## src/rtl/slv_pkg.sv

```systemverilog
// Shared types and sizing for the monitor's ID slot allocator.
package slv_pkg;

  localparam int unsigned MaxUniqIds   = 2;
  localparam int unsigned MaxTxnsPerId = 4;
  localparam int unsigned IdWidth      = 6;
  localparam int unsigned IntIdWidth   = (MaxUniqIds > 1) ? $clog2(MaxUniqIds) : 1;
  localparam int unsigned CntSlotWidth = $clog2(MaxTxnsPerId + 1);

  typedef logic [IdWidth-1:0]      id_t;
  typedef logic [IntIdWidth-1:0]   intid_t;
  typedef logic [CntSlotWidth-1:0] cnt_t;

  typedef struct packed {
    logic valid;
    id_t  ext_id;
    cnt_t cnt;
  } slot_t;

endpackage

```

## src/rtl/slv_id_slot_alloc_lzc.sv

```systemverilog
// Trailing-zero count: index of the lowest set bit, empty when no bit is set.
module slv_id_slot_alloc_lzc #(
  parameter int unsigned Width  = 2,
  parameter int unsigned CntW   = (Width > 1) ? $clog2(Width) : 1
) (
  input  logic [Width-1:0] in_i,
  output logic [CntW-1:0]  cnt_o,
  output logic             empty_o
);

  // Scan from the top so the lowest set bit wins.
  always_comb begin
    cnt_o   = '0;
    empty_o = 1'b1;
    for (int i = Width - 1; i >= 0; i--) begin
      if (in_i[i]) begin
        cnt_o   = CntW'(i);
        empty_o = 1'b0;
      end
    end
  end

endmodule

```

## src/rtl/slv_id_slot_alloc.sv

```systemverilog
// Maps wide external AXI IDs onto a small set of internal ID slots, with
// per-slot outstanding counts, release tracking and reverse lookup.
module slv_id_slot_alloc #(
  parameter int unsigned MaxUniqIds   = 2,
  parameter int unsigned MaxTxnsPerId = 4,
  parameter int unsigned IdWidth      = 6,
  parameter int unsigned IntIdWidth   = (MaxUniqIds > 1) ? $clog2(MaxUniqIds) : 1
) (
  input  logic                  clk_i,
  input  logic                  rst_i,
  input  logic                  req_valid_i,
  input  logic [IdWidth-1:0]    req_id_i,
  output logic                  req_ready_o,
  output logic [IntIdWidth-1:0] req_int_id_o,
  input  logic                  rel_valid_i,
  input  logic [IntIdWidth-1:0] rel_int_id_i,
  input  logic [IntIdWidth-1:0] lookup_int_id_i,
  output logic [IdWidth-1:0]    lookup_id_o,
  output logic                  busy_o,
  output logic                  full_o,
  output logic                  err_o
);

  import slv_pkg::*;

  slot_t [MaxUniqIds-1:0] slots_q, slots_d;

  logic [MaxUniqIds-1:0] valid_vec;
  logic [MaxUniqIds-1:0] hit_vec;
  logic [MaxUniqIds-1:0] inc_vec;
  logic [MaxUniqIds-1:0] dec_vec;
  logic                  any_hit;
  logic                  hit_full;
  logic [IntIdWidth-1:0] hit_idx;
  logic [IntIdWidth-1:0] free_idx;
  logic                  no_free;
  logic                  grant;
  logic                  rel_target_valid;

  // One-hot match of the request ID against valid entries.
  always_comb begin
    valid_vec = '0;
    hit_vec   = '0;
    any_hit   = 1'b0;
    hit_full  = 1'b0;
    hit_idx   = '0;
    for (int i = 0; i < int'(MaxUniqIds); i++) begin
      valid_vec[i] = slots_q[i].valid;
      hit_vec[i]   = slots_q[i].valid && (slots_q[i].ext_id == req_id_i);
      if (hit_vec[i]) begin
        any_hit  = 1'b1;
        hit_idx  = IntIdWidth'(i);
        hit_full = (slots_q[i].cnt == CntSlotWidth'(MaxTxnsPerId));
      end
    end
  end

  slv_id_slot_alloc_lzc #(
    .Width (MaxUniqIds),
    .CntW  (IntIdWidth)
  ) u_free_lzc (
    .in_i    (~valid_vec),
    .cnt_o   (free_idx),
    .empty_o (no_free)
  );

  // A hit never falls back to a free slot, keeping per-ID ordering intact.
  assign req_ready_o  = any_hit ? !hit_full : !no_free;
  assign req_int_id_o = any_hit ? hit_idx : free_idx;
  assign grant        = req_valid_i && req_ready_o;
  assign busy_o       = |valid_vec;
  assign full_o       = no_free;

  // Per-slot increment/decrement strobes and reverse lookup.
  always_comb begin
    inc_vec          = '0;
    dec_vec          = '0;
    rel_target_valid = 1'b0;
    lookup_id_o      = '0;
    for (int i = 0; i < int'(MaxUniqIds); i++) begin
      inc_vec[i] = grant && (req_int_id_o == IntIdWidth'(i));
      if (rel_int_id_i == IntIdWidth'(i)) begin
        rel_target_valid = slots_q[i].valid;
        dec_vec[i]       = rel_valid_i && slots_q[i].valid;
      end
      if (lookup_int_id_i == IntIdWidth'(i)) begin
        lookup_id_o = slots_q[i].ext_id;
      end
    end
  end

  // Table update; a simultaneous grant and release on one slot cancel out.
  always_comb begin
    slots_d = slots_q;
    for (int i = 0; i < int'(MaxUniqIds); i++) begin
      if (inc_vec[i] && !dec_vec[i]) begin
        if (slots_q[i].valid) begin
          slots_d[i].cnt = slots_q[i].cnt + CntSlotWidth'(1);
        end else begin
          slots_d[i].valid  = 1'b1;
          slots_d[i].ext_id = req_id_i;
          slots_d[i].cnt    = CntSlotWidth'(1);
        end
      end else if (dec_vec[i] && !inc_vec[i]) begin
        slots_d[i].cnt = slots_q[i].cnt - CntSlotWidth'(1);
        if (slots_q[i].cnt == CntSlotWidth'(1)) begin
          slots_d[i].valid = 1'b0;
        end
      end
    end
  end

  always_ff @(posedge clk_i or posedge rst_i) begin
    if (rst_i) begin
      slots_q <= '0;
      err_o   <= 1'b0;
    end else begin
      slots_q <= slots_d;
      err_o   <= rel_valid_i && !rel_target_valid;
    end
  end

endmodule

```

## config.mk

```make
export PLATFORM = sky130hd
export DESIGN_NAME = slv_id_slot_alloc
export DESIGN_NICKNAME = d
export VERILOG_FILES = /design/src/rtl/slv_pkg.sv /design/src/rtl/slv_id_slot_alloc_lzc.sv /design/src/rtl/slv_id_slot_alloc.sv
export SDC_FILE = /design/constraint.sdc
export NUM_CORES = 1
export LEC_CHECK = 0
export CORE_MARGIN = 5
export CORE_UTILIZATION = 30
export CTS_BUF_LIST = sky130_fd_sc_hd__clkbuf_8 sky130_fd_sc_hd__clkbuf_16
export CTS_CLUSTER_DIAMETER = 200
export DETAILED_ROUTE_END_ITERATION = 10
export PLACE_DENSITY = 0.58
export SLEW_MARGIN = 10
export SYNTH_ARGS = -nofsm -noshare
export SYNTH_HDL_FRONTEND = slang
export SYNTH_SLANG_ARGS = --single-unit
```

## constraint.sdc

```tcl
create_clock -name clk_i -period 6 [get_ports clk_i]
set_input_delay 1.2 -clock clk_i [delete_from_list [all_inputs] [get_ports clk_i]]
set_output_delay 1.2 -clock clk_i [all_outputs]
set_load 0.01 [all_outputs]
```

==> flow_metrics.tcl, run 1 <==
set metrics [dict create \
    portBuffers 22 \
    p_per_area_nw_per_um2 475 \
    antennaDiodeCount 0 \
    drt-initial-drc-count 80 \
    nets 173 \
    syn_inst 130 \
    hold_depth 1 \
    dr.pass1.iters 4 \
    cts_setup_buffers 0 \
    tightest_slew_ns 0.808 \
    status "finished clean" \
    required_ns 4.80 \
    grt_use_total_pct 9.67 \
    p_leak_uw 0.000689 \
    root_buffer "clkbuf_8" \
    die_area_um2 5850 \
    fp.dieW_um 76.5 \
    whs_ns 0.523 \
    clk_pin_slew_ns 0.08 \
    hold_path_startpoint "slots_q[12]" \
    fmax_ghz 0.231 \
    cp_data_arrival_time_ns 3.12 \
    grt_max_degree 22 \
    dp_slack_ns 1.64 \
    yosysWarnings 0 \
    r2r_cells 9 \
    relSlewSlack_pct 46.0 \
    seq_area_frac_synth_pct 39.6 \
    rrSetupSlack_ns 3.34 \
    wirelength_um 2800 \
    syn_nets 152 \
    synth_cell_types 34 \
    place.gp.congestion 0.751 \
    die_h_um 76.5 \
    num_rows 24 \
    fin_crit_ns 4.32 \
    crit_start "req_id_i[0]" \
    synth_seq_cells 21 \
    clkLatencyLatePin_ns 0.27 \
    syn_area_um2 1330 \
    cts_resized 0 \
    start_util_pct 30.7 \
    grt_pass1_vias 1087 \
    synth-async-reset-ratio_pct 100 \
    wl_per_cell_um 13.9 \
    reg2reg_from "slots_q[19]" \
    synth_largest_area_cell "dfrtp_1" \
    slew_viol_final 0 \
    grt_first_pass_wirelength_um 4690 \
    dp_hpwl_um 2130 \
    worstSetupStartpointType "input port" \
    vias 973 \
    cts-hold-fix-buffers 0 \
    ios 23 \
    clock_sinks 21 \
    holdCritPathClass "reg -> reg" \
    core_um2 4320 \
    timing.final.hold_violations 0 \
    r2r_end "slots_q[18]" \
    htreeDepth 1 \
    finalCritPeriodShare_pct 72.1 \
    final.setup.tns_ns 0 \
    ir_worst_vdd_v 0.000175 \
    synth_edf_count 0 \
    end_kind "output pin" \
    setup_viol_count_final 0 \
    synth.avg_cell_area_um2 10.2 \
    area_growth_pct 22.7 \
    cts_buffers 3 \
    setup_ws_ns 1.68 \
    drc_errors 0 \
    final_layout_size_suffix_gt1_share_pct 18.0 \
    ant_nets 0 \
    drv_cap 0 \
    synth_top_area_share_pct 39.6 \
    grt_overflow 0 \
    clock_tree.buffer_depth 2 \
    synth.area.top_cells "dfrtp_1, mux2_2, ha_1" \
    rsz0062_at_grt "no" \
    ys.flop_type "dfrtp_1" \
    path_class "in -> out" \
    cts_tree "done" \
    path_max_fanout 4 \
    fillers 443 \
    min_to "slots_q[12]" \
    finalClockSkew_ns 0.00522 \
    antenna_found_initial 0 \
    viasPerCell 4.82 \
]
==> sequential cells by signal, summed over array words and instances (netlist names) <==
name     flops
slots_q     20
err_o        1
==> cell type report <==
class                   instances  area (um^2)  share of cell area, %
flip-flops and latches         21          526                   32.3
well taps                      52         65.1                   4.00
inverters                       8         32.5                   2.00
repair buffers                 22          220                   13.5
clock inverters                 1         5.00                  0.307
clock buffers                   3         41.3                   2.54
multi-input cells              95          738                   45.3
==> per-stage QoR <==
step	cell area [um^2]	power, uW	utilization (%)	instances
after floorplan	1330	544	-	130
after global placement	1580	668	36.6	198
after detailed placement	1580	686	36.6	198
after CTS	1630	785	37.6	202
after global routing	1630	835	37.6	202
final	1630	774	37.6	202
==> power by group <==
| group | internal (uW) | switching [uW] |
|---|---|---|
| combinational | 215 | 179 |
| clock | 46.4 | 49.4 |
| sequential | 211 | 72.3 |
| total | 473 | 301 |
==> worst max-delay path: stages <==
cell and delay, ns:
clkdlybuf4s50_1 0.57, xnor2_1 0.14, nand4_1 0.13, nor3_2 0.22
mux2i_1 0.11, a31oi_1 0.19, clkdlybuf4s50_1 0.56
==> kinds of logic after synthesis <==
family,synth area share (%)
simple gates,14.2
xor+xnor,7.92
mux,16.8
flops,39.6
fa+ha+maj,9.43
compound gates,7.36
buf+inv,4.72
==> synthesized netlist by cell type, types with 2 or more instances <==
cell type / number
mux2i_1: 2
ha_1: 10
o21ai_0: 3
xnor2_1: 7
nand2_1: 9
nor2_1: 8
dfrtp_1: 21
o31ai_1: 4
inv_1: 7
xor2_1: 5
nand4_1: 2
mux2_2: 17
clkbuf_1: 5
nor3_1: 2
a21oi_1: 7
nand3_1: 3
==> metal layers <==
| layer | GRT usage, % | up-vias | part of all wire, % |
|---|---|---|---|
| li1 | - | 481 | - |
| met1 | 11.8 | 465 | 49 |
| met2 | 16.4 | 23 | 45 |
| met3 | 2.25 | 4 | 4.3 |
| met4 | 3.67 | 0 | 1.4 |
| met5 | 0 | - | 0 |
==> worst max path at each step <==
stage                       end  slack, ns  cells past startpoint
global route        req_ready_o       1.46                      6
floorplan           req_ready_o       2.76                      4
finish              req_ready_o       1.68                      7
global placement    req_ready_o       1.64                      6
CTS                 req_ready_o       1.64                      6
detailed placement  req_ready_o       1.64                      6
==> layout by cell type (no fill, tap or decap), types with 4 or more instances in the layout <==
master / synthesis / layout
clkdlybuf4s50_1: 0 / 22
o31ai_1: 4 / 4
a21oi_1: 7 / 7
ha_1: 10 / 10
nand2_1: 9 / 9
xnor2_1: 7 / 7
inv_1: 7 / 7
dfrtp_1: 21 / 21
nor2_1: 8 / 8
xor2_1: 5 / 5
mux2_2: 17 / 17
Note: power is estimated with default switching activity, not from simulation.
==> run 2: changes to the inputs <==
--- a/config.mk
+++ b/config.mk
@@ -10,7 +10,7 @@
 export CTS_BUF_LIST = sky130_fd_sc_hd__clkbuf_8 sky130_fd_sc_hd__clkbuf_16
 export CTS_CLUSTER_DIAMETER = 200
 export DETAILED_ROUTE_END_ITERATION = 10
-export PLACE_DENSITY = 0.58
+export PLACE_DENSITY = 0.6
 export SLEW_MARGIN = 10
 export SYNTH_ARGS = -nofsm -noshare
 export SYNTH_HDL_FRONTEND = slang
==> constraint.sdc (replaced) <==
create_clock -name clk_i -period 3.9 [get_ports clk_i]
set_input_delay 0.78 -clock clk_i [delete_from_list [all_inputs] [get_ports clk_i]]
set_output_delay 0.78 -clock clk_i [all_outputs]
set_load 0.01 [all_outputs]
==> flow_metrics.tcl, run 2 (synthesis gave the netlist of run 1 again) <==
set metrics [dict create \
    grt_first_pass_wirelength_um 4620 \
    relSlewSlack_pct 46.3 \
    setup_ws_ns 0.414 \
    area_growth_pct 22.7 \
    whs_ns 0.529 \
    grt_max_degree 22 \
    rsz0062_at_grt "no" \
    die_h_um 76.5 \
    dr.pass1.iters 4 \
    root_buffer "clkbuf_8" \
    reg_top3 "slots_q x20, err_o x1" \
    final_common_cell "clkdlybuf4s50_1" \
    mostFrequentLayoutCells "clkdlybuf4s50_1, dfrtp_1, mux2_2, ha_1, nand2_1" \
    num_rows 24 \
    viasPerCell 4.90 \
    final.setup.tns_ns 0 \
    cts_setup_buffers 0 \
    tightest_slew_ns 0.805 \
    clock_tree.buffer_depth 2 \
    drv_cap 0 \
    fin_crit_ns 3.49 \
    wl_per_cell_um 13.1 \
    drc_errors 0 \
    cp_data_arrival_time_ns 2.71 \
    slew_viol_final 0 \
    cts_tree "done" \
    ios 23 \
    final_layout_size_suffix_gt1_share_pct 18.0 \
    antenna_found_initial 0 \
    p_per_area_nw_per_um2 724 \
    required_ns 3.12 \
    hold_depth 1 \
    die_area_um2 5850 \
    dp_hpwl_um 2040 \
    vias 990 \
    fp.dieW_um 76.5 \
    clock_sinks 21 \
    largest_reg_flops 20 \
    ant_nets 0 \
    largest-register "slots_q" \
    p_leak_uw 0.000689 \
    grt_pass1_vias 1043 \
    power_uw 1180 \
    worstSetupStartpointType "input port" \
    grt_overflow 0 \
    ir_worst_vdd_v 0.000388 \
    antennaDiodeCount 0 \
    finalClockSkew_ns 0.00440 \
    portBuffers 22 \
    clkLatencyLatePin_ns 0.26 \
    fillers 434 \
    cts_buffers 3 \
    drt-initial-drc-count 59 \
    clk_pin_slew_ns 0.08 \
    top_usage_layer "met2" \
    r2r_cells 9 \
    setup_viol_count_final 0 \
    htreeDepth 1 \
    grt_use_total_pct 9.37 \
    grtUsageMet1_pct 11.6 \
    final-instance-count-excl-fill 202 \
    cts_resized 0 \
    finalCritPeriodShare_pct 89.4 \
    dp.cells 198 \
    cts-hold-fix-buffers 0 \
    met2_usage_pct 15.8 \
    wirelength_um 2650 \
    met3_usage_pct 3.19 \
    fmax_ghz 0.287 \
    timing.final.hold_violations 0 \
    multi_input_area_um2 738 \
    path_max_fanout 4 \
    holdCritPathClass "reg -> reg" \
    status "finished clean" \
    core_um2 4320 \
    start_util_pct 30.7 \
    path_class "in -> out" \
    end_kind "output pin" \
    seq_area_um2 526 \
    place.gp.congestion 0.866 \
    nets 173 \
    dp_slack_ns 0.394 \
]
[run 2: cell counts in the layout (fill, tap and decap cells not counted)]
No cell type changed its count.
[run 2: critical path: stages]
cell and delay (ns):
clkdlybuf4s50_1 0.49, xor2_1 0.17, nor4_1 0.28, nand4_1 0.21
o21ai_1 0.19, clkdlybuf4s50_1 0.58
[run 2: area by class of cell]
cell class                 instances  share of cell area, %
inverter                           8                   2.00
sequential                        21                   32.3
clock inverter                     1                  0.307
timing repair buffer              22                   13.5
clock buffer                       3                   2.54
multi-input combinational         95                   45.3
tap                               52                   4.00
[run 2: power by group]
part	internal (uW)	switching [uW]	total [uW]	leakage, uW
combinational	330	268	598	0.000414
clock	71.1	72.9	144	0.0000255
sequential	325	111	436	0.000250
total	726	452	1180	0.000689
[run 2: final timing paths]
path                           endpoint         from  slack [ns]
hold reg to reg             slots_q[12]  slots_q[12]        0.53
setup reg to reg            slots_q[13]  slots_q[19]        1.23
hold / removal              slots_q[12]  slots_q[12]        0.53
max in group asynchronous   slots_q[11]        rst_i        2.43
min in group asynchronous   slots_q[17]        rst_i        0.97
setup / recovery           req_int_id_o  req_id_i[4]        0.41
[run 2: layer usage]
metal  vias up  routed length [um]
li1        481                   -
met3         4                 167
met1       476                1230
met2        29                1220
met5         -                   0
met4         0                  29
[run 2: per-stage QoR]
stage	utilization [%]	cell area, um^2
floorplan	-	1330
global placement	36.6	1580
detailed placement	36.6	1580
CTS	37.6	1630
global route	37.6	1630
finish	37.6	1630
==> run 3: changes to the inputs <==
--- a/config.mk
+++ b/config.mk
@@ -10,6 +10,7 @@
 export CTS_BUF_LIST = sky130_fd_sc_hd__clkbuf_8 sky130_fd_sc_hd__clkbuf_16
 export CTS_CLUSTER_DIAMETER = 200
 export DETAILED_ROUTE_END_ITERATION = 10
+export GPL_TIMING_DRIVEN = 0
 export PLACE_DENSITY = 0.6
 export SLEW_MARGIN = 10
 export SYNTH_ARGS = -nofsm -noshare
==> flow_metrics.tcl, run 3 (synthesis gave the netlist of run 1 again) <==
set metrics [dict create \
    status "finished clean" \
    place.gp.congestion 0.827 \
    clkLatencyLatePin_ns 0.27 \
    setup_viol_count_final 0 \
    largest-register "slots_q" \
    grt_use_total_pct 9.74 \
    root_buffer "clkbuf_8" \
    clock_tree.buffer_depth 2 \
    vias 1015 \
    r2r_cells 9 \
    drv_cap 0 \
    nets 178 \
    num_rows 24 \
    slew_viol_final 0 \
    die_h_um 76.5 \
    wirelength_um 2860 \
    reg_top3 "slots_q x20, err_o x1" \
    largest_reg_flops 20 \
    wl_per_cell_um 13.8 \
    start_util_pct 30.7 \
    rrSetupSlack_ns 1.28 \
    rsz0062_at_grt "no" \
    drc_errors 0 \
    grtUsageMet1_pct 12.5 \
    cts-hold-fix-buffers 0 \
    area_growth_pct 24.2 \
    end_kind "output pin" \
    dp.cells 203 \
    path_max_fanout 4 \
    grt_first_pass_wirelength_um 4730 \
    cts_tree "done" \
    htreeDepth 1 \
    fp.dieW_um 76.5 \
    top_usage_layer "met2" \
    final-instance-count-excl-fill 207 \
    drt-initial-drc-count 97 \
    dp_hpwl_um 2110 \
    antenna_found_initial 0 \
    finalCritPeriodShare_pct 91.4 \
    met3_usage_pct 2.96 \
    antennaDiodeCount 0 \
    final_layout_size_suffix_gt1_share_pct 17.4 \
    grt_pass1_vias 1096 \
    met2_usage_pct 15.6 \
    grt_max_degree 22 \
    clk_pin_slew_ns 0.09 \
    holdCritPathClass "reg -> reg" \
    cts_buffers 3 \
    p_per_area_nw_per_um2 738 \
    fmax_ghz 0.281 \
    dr.pass1.iters 4 \
    crit_end "req_ready_o" \
    mostFrequentLayoutCells "dfrtp_1, clkdlybuf4s50_1, mux2_2, ha_1, nand2_1" \
    ir_worst_vdd_v 0.000389 \
    cp_data_arrival_time_ns 2.78 \
    worstSetupStartpointType "input port" \
    tightest_slew_ns 0.828 \
    ant_nets 0 \
    core_um2 4320 \
    cts_resized 0 \
    cts_setup_buffers 0 \
    power_uw 1210 \
    required_ns 3.12 \
    viasPerCell 4.90 \
    p_leak_uw 0.000699 \
    grt_overflow 0 \
    die_area_um2 5850 \
    path_class "in -> out" \
    clock_sinks 21 \
    fin_crit_ns 3.56 \
    ios 23 \
    portBuffers 21 \
    crit_start "req_id_i[4]" \
    final_util_pct 38.1 \
    finalClockSkew_ns 0.0106 \
    r2r_end "slots_q[15]" \
    timing.final.hold_violations 0 \
    reg2reg_from "slots_q[17]" \
    relSlewSlack_pct 44.7 \
    final.setup.tns_ns 0 \
]
==> run 3: changes by cell type in the layout (fill, tap and decap cells not counted) <==
cell / before / now
buf_6: 0 / 1
clkdlybuf4s50_1: 22 / 21
clkbuf_1: 0 / 5
clkinv_2: 1 / 0
inv_1: 7 / 8
==> run 3: cell type report <==
cell class              count  area, um^2
clock inverters             1        3.75
inverters                   8        32.5
multi-input cells          95         738
well taps                  52        65.1
fillers                   444        2680
repair buffers             21         210
clock buffers               3        41.3
flip-flops and latches     21         526
plain buffers               6        30.0
==> run 3: worst min-delay path by stage <==
stage | slack [ns] | end | from | depth (start not counted)
floorplan | 0.47 | slots_q[2] | slots_q[2] | 1
global placement | 0.50 | slots_q[2] | slots_q[2] | 1
detailed placement | 0.52 | slots_q[12] | slots_q[12] | 1
CTS | 0.53 | slots_q[12] | slots_q[12] | 1
global route | 0.54 | slots_q[12] | slots_q[12] | 1
finish | 0.53 | slots_q[12] | slots_q[12] | 1
==> run 3: report_power, final <==
group          total [uW]  internal [uW]  switching [uW]  leakage (uW)
logic                 654            343             311      0.000422
clock network         147           70.3            76.6     0.0000269
registers             414            326            88.4      0.000250
total                1210            739             476      0.000699
==> run 3: per-stage QoR <==
stage / instance area (um^2) / hold slack, ns / worst slack (ns)
after floorplan: 1330 / 0.475 / 1.21
after global placement: 1600 / 0.498 / 0.324
after detailed placement: 1600 / 0.517 / 0.321
after CTS: 1650 / 0.530 / 0.327
after global routing: 1650 / 0.545 / 0.238
final: 1650 / 0.534 / 0.337
==> run 3: critical path: stages <==
cell,delay (ns)
clkdlybuf4s50_1,0.49
xor2_1,0.18
nor4_1,0.28
nand4_1,0.22
a31oi_1,0.25
clkdlybuf4s50_1,0.58
==> run 3: layer usage <==
layer  wire (um)  share of wire, %
met4          32               1.1
met2        1220                43
met1        1470                51
met3         139               4.9
met5           0                 0
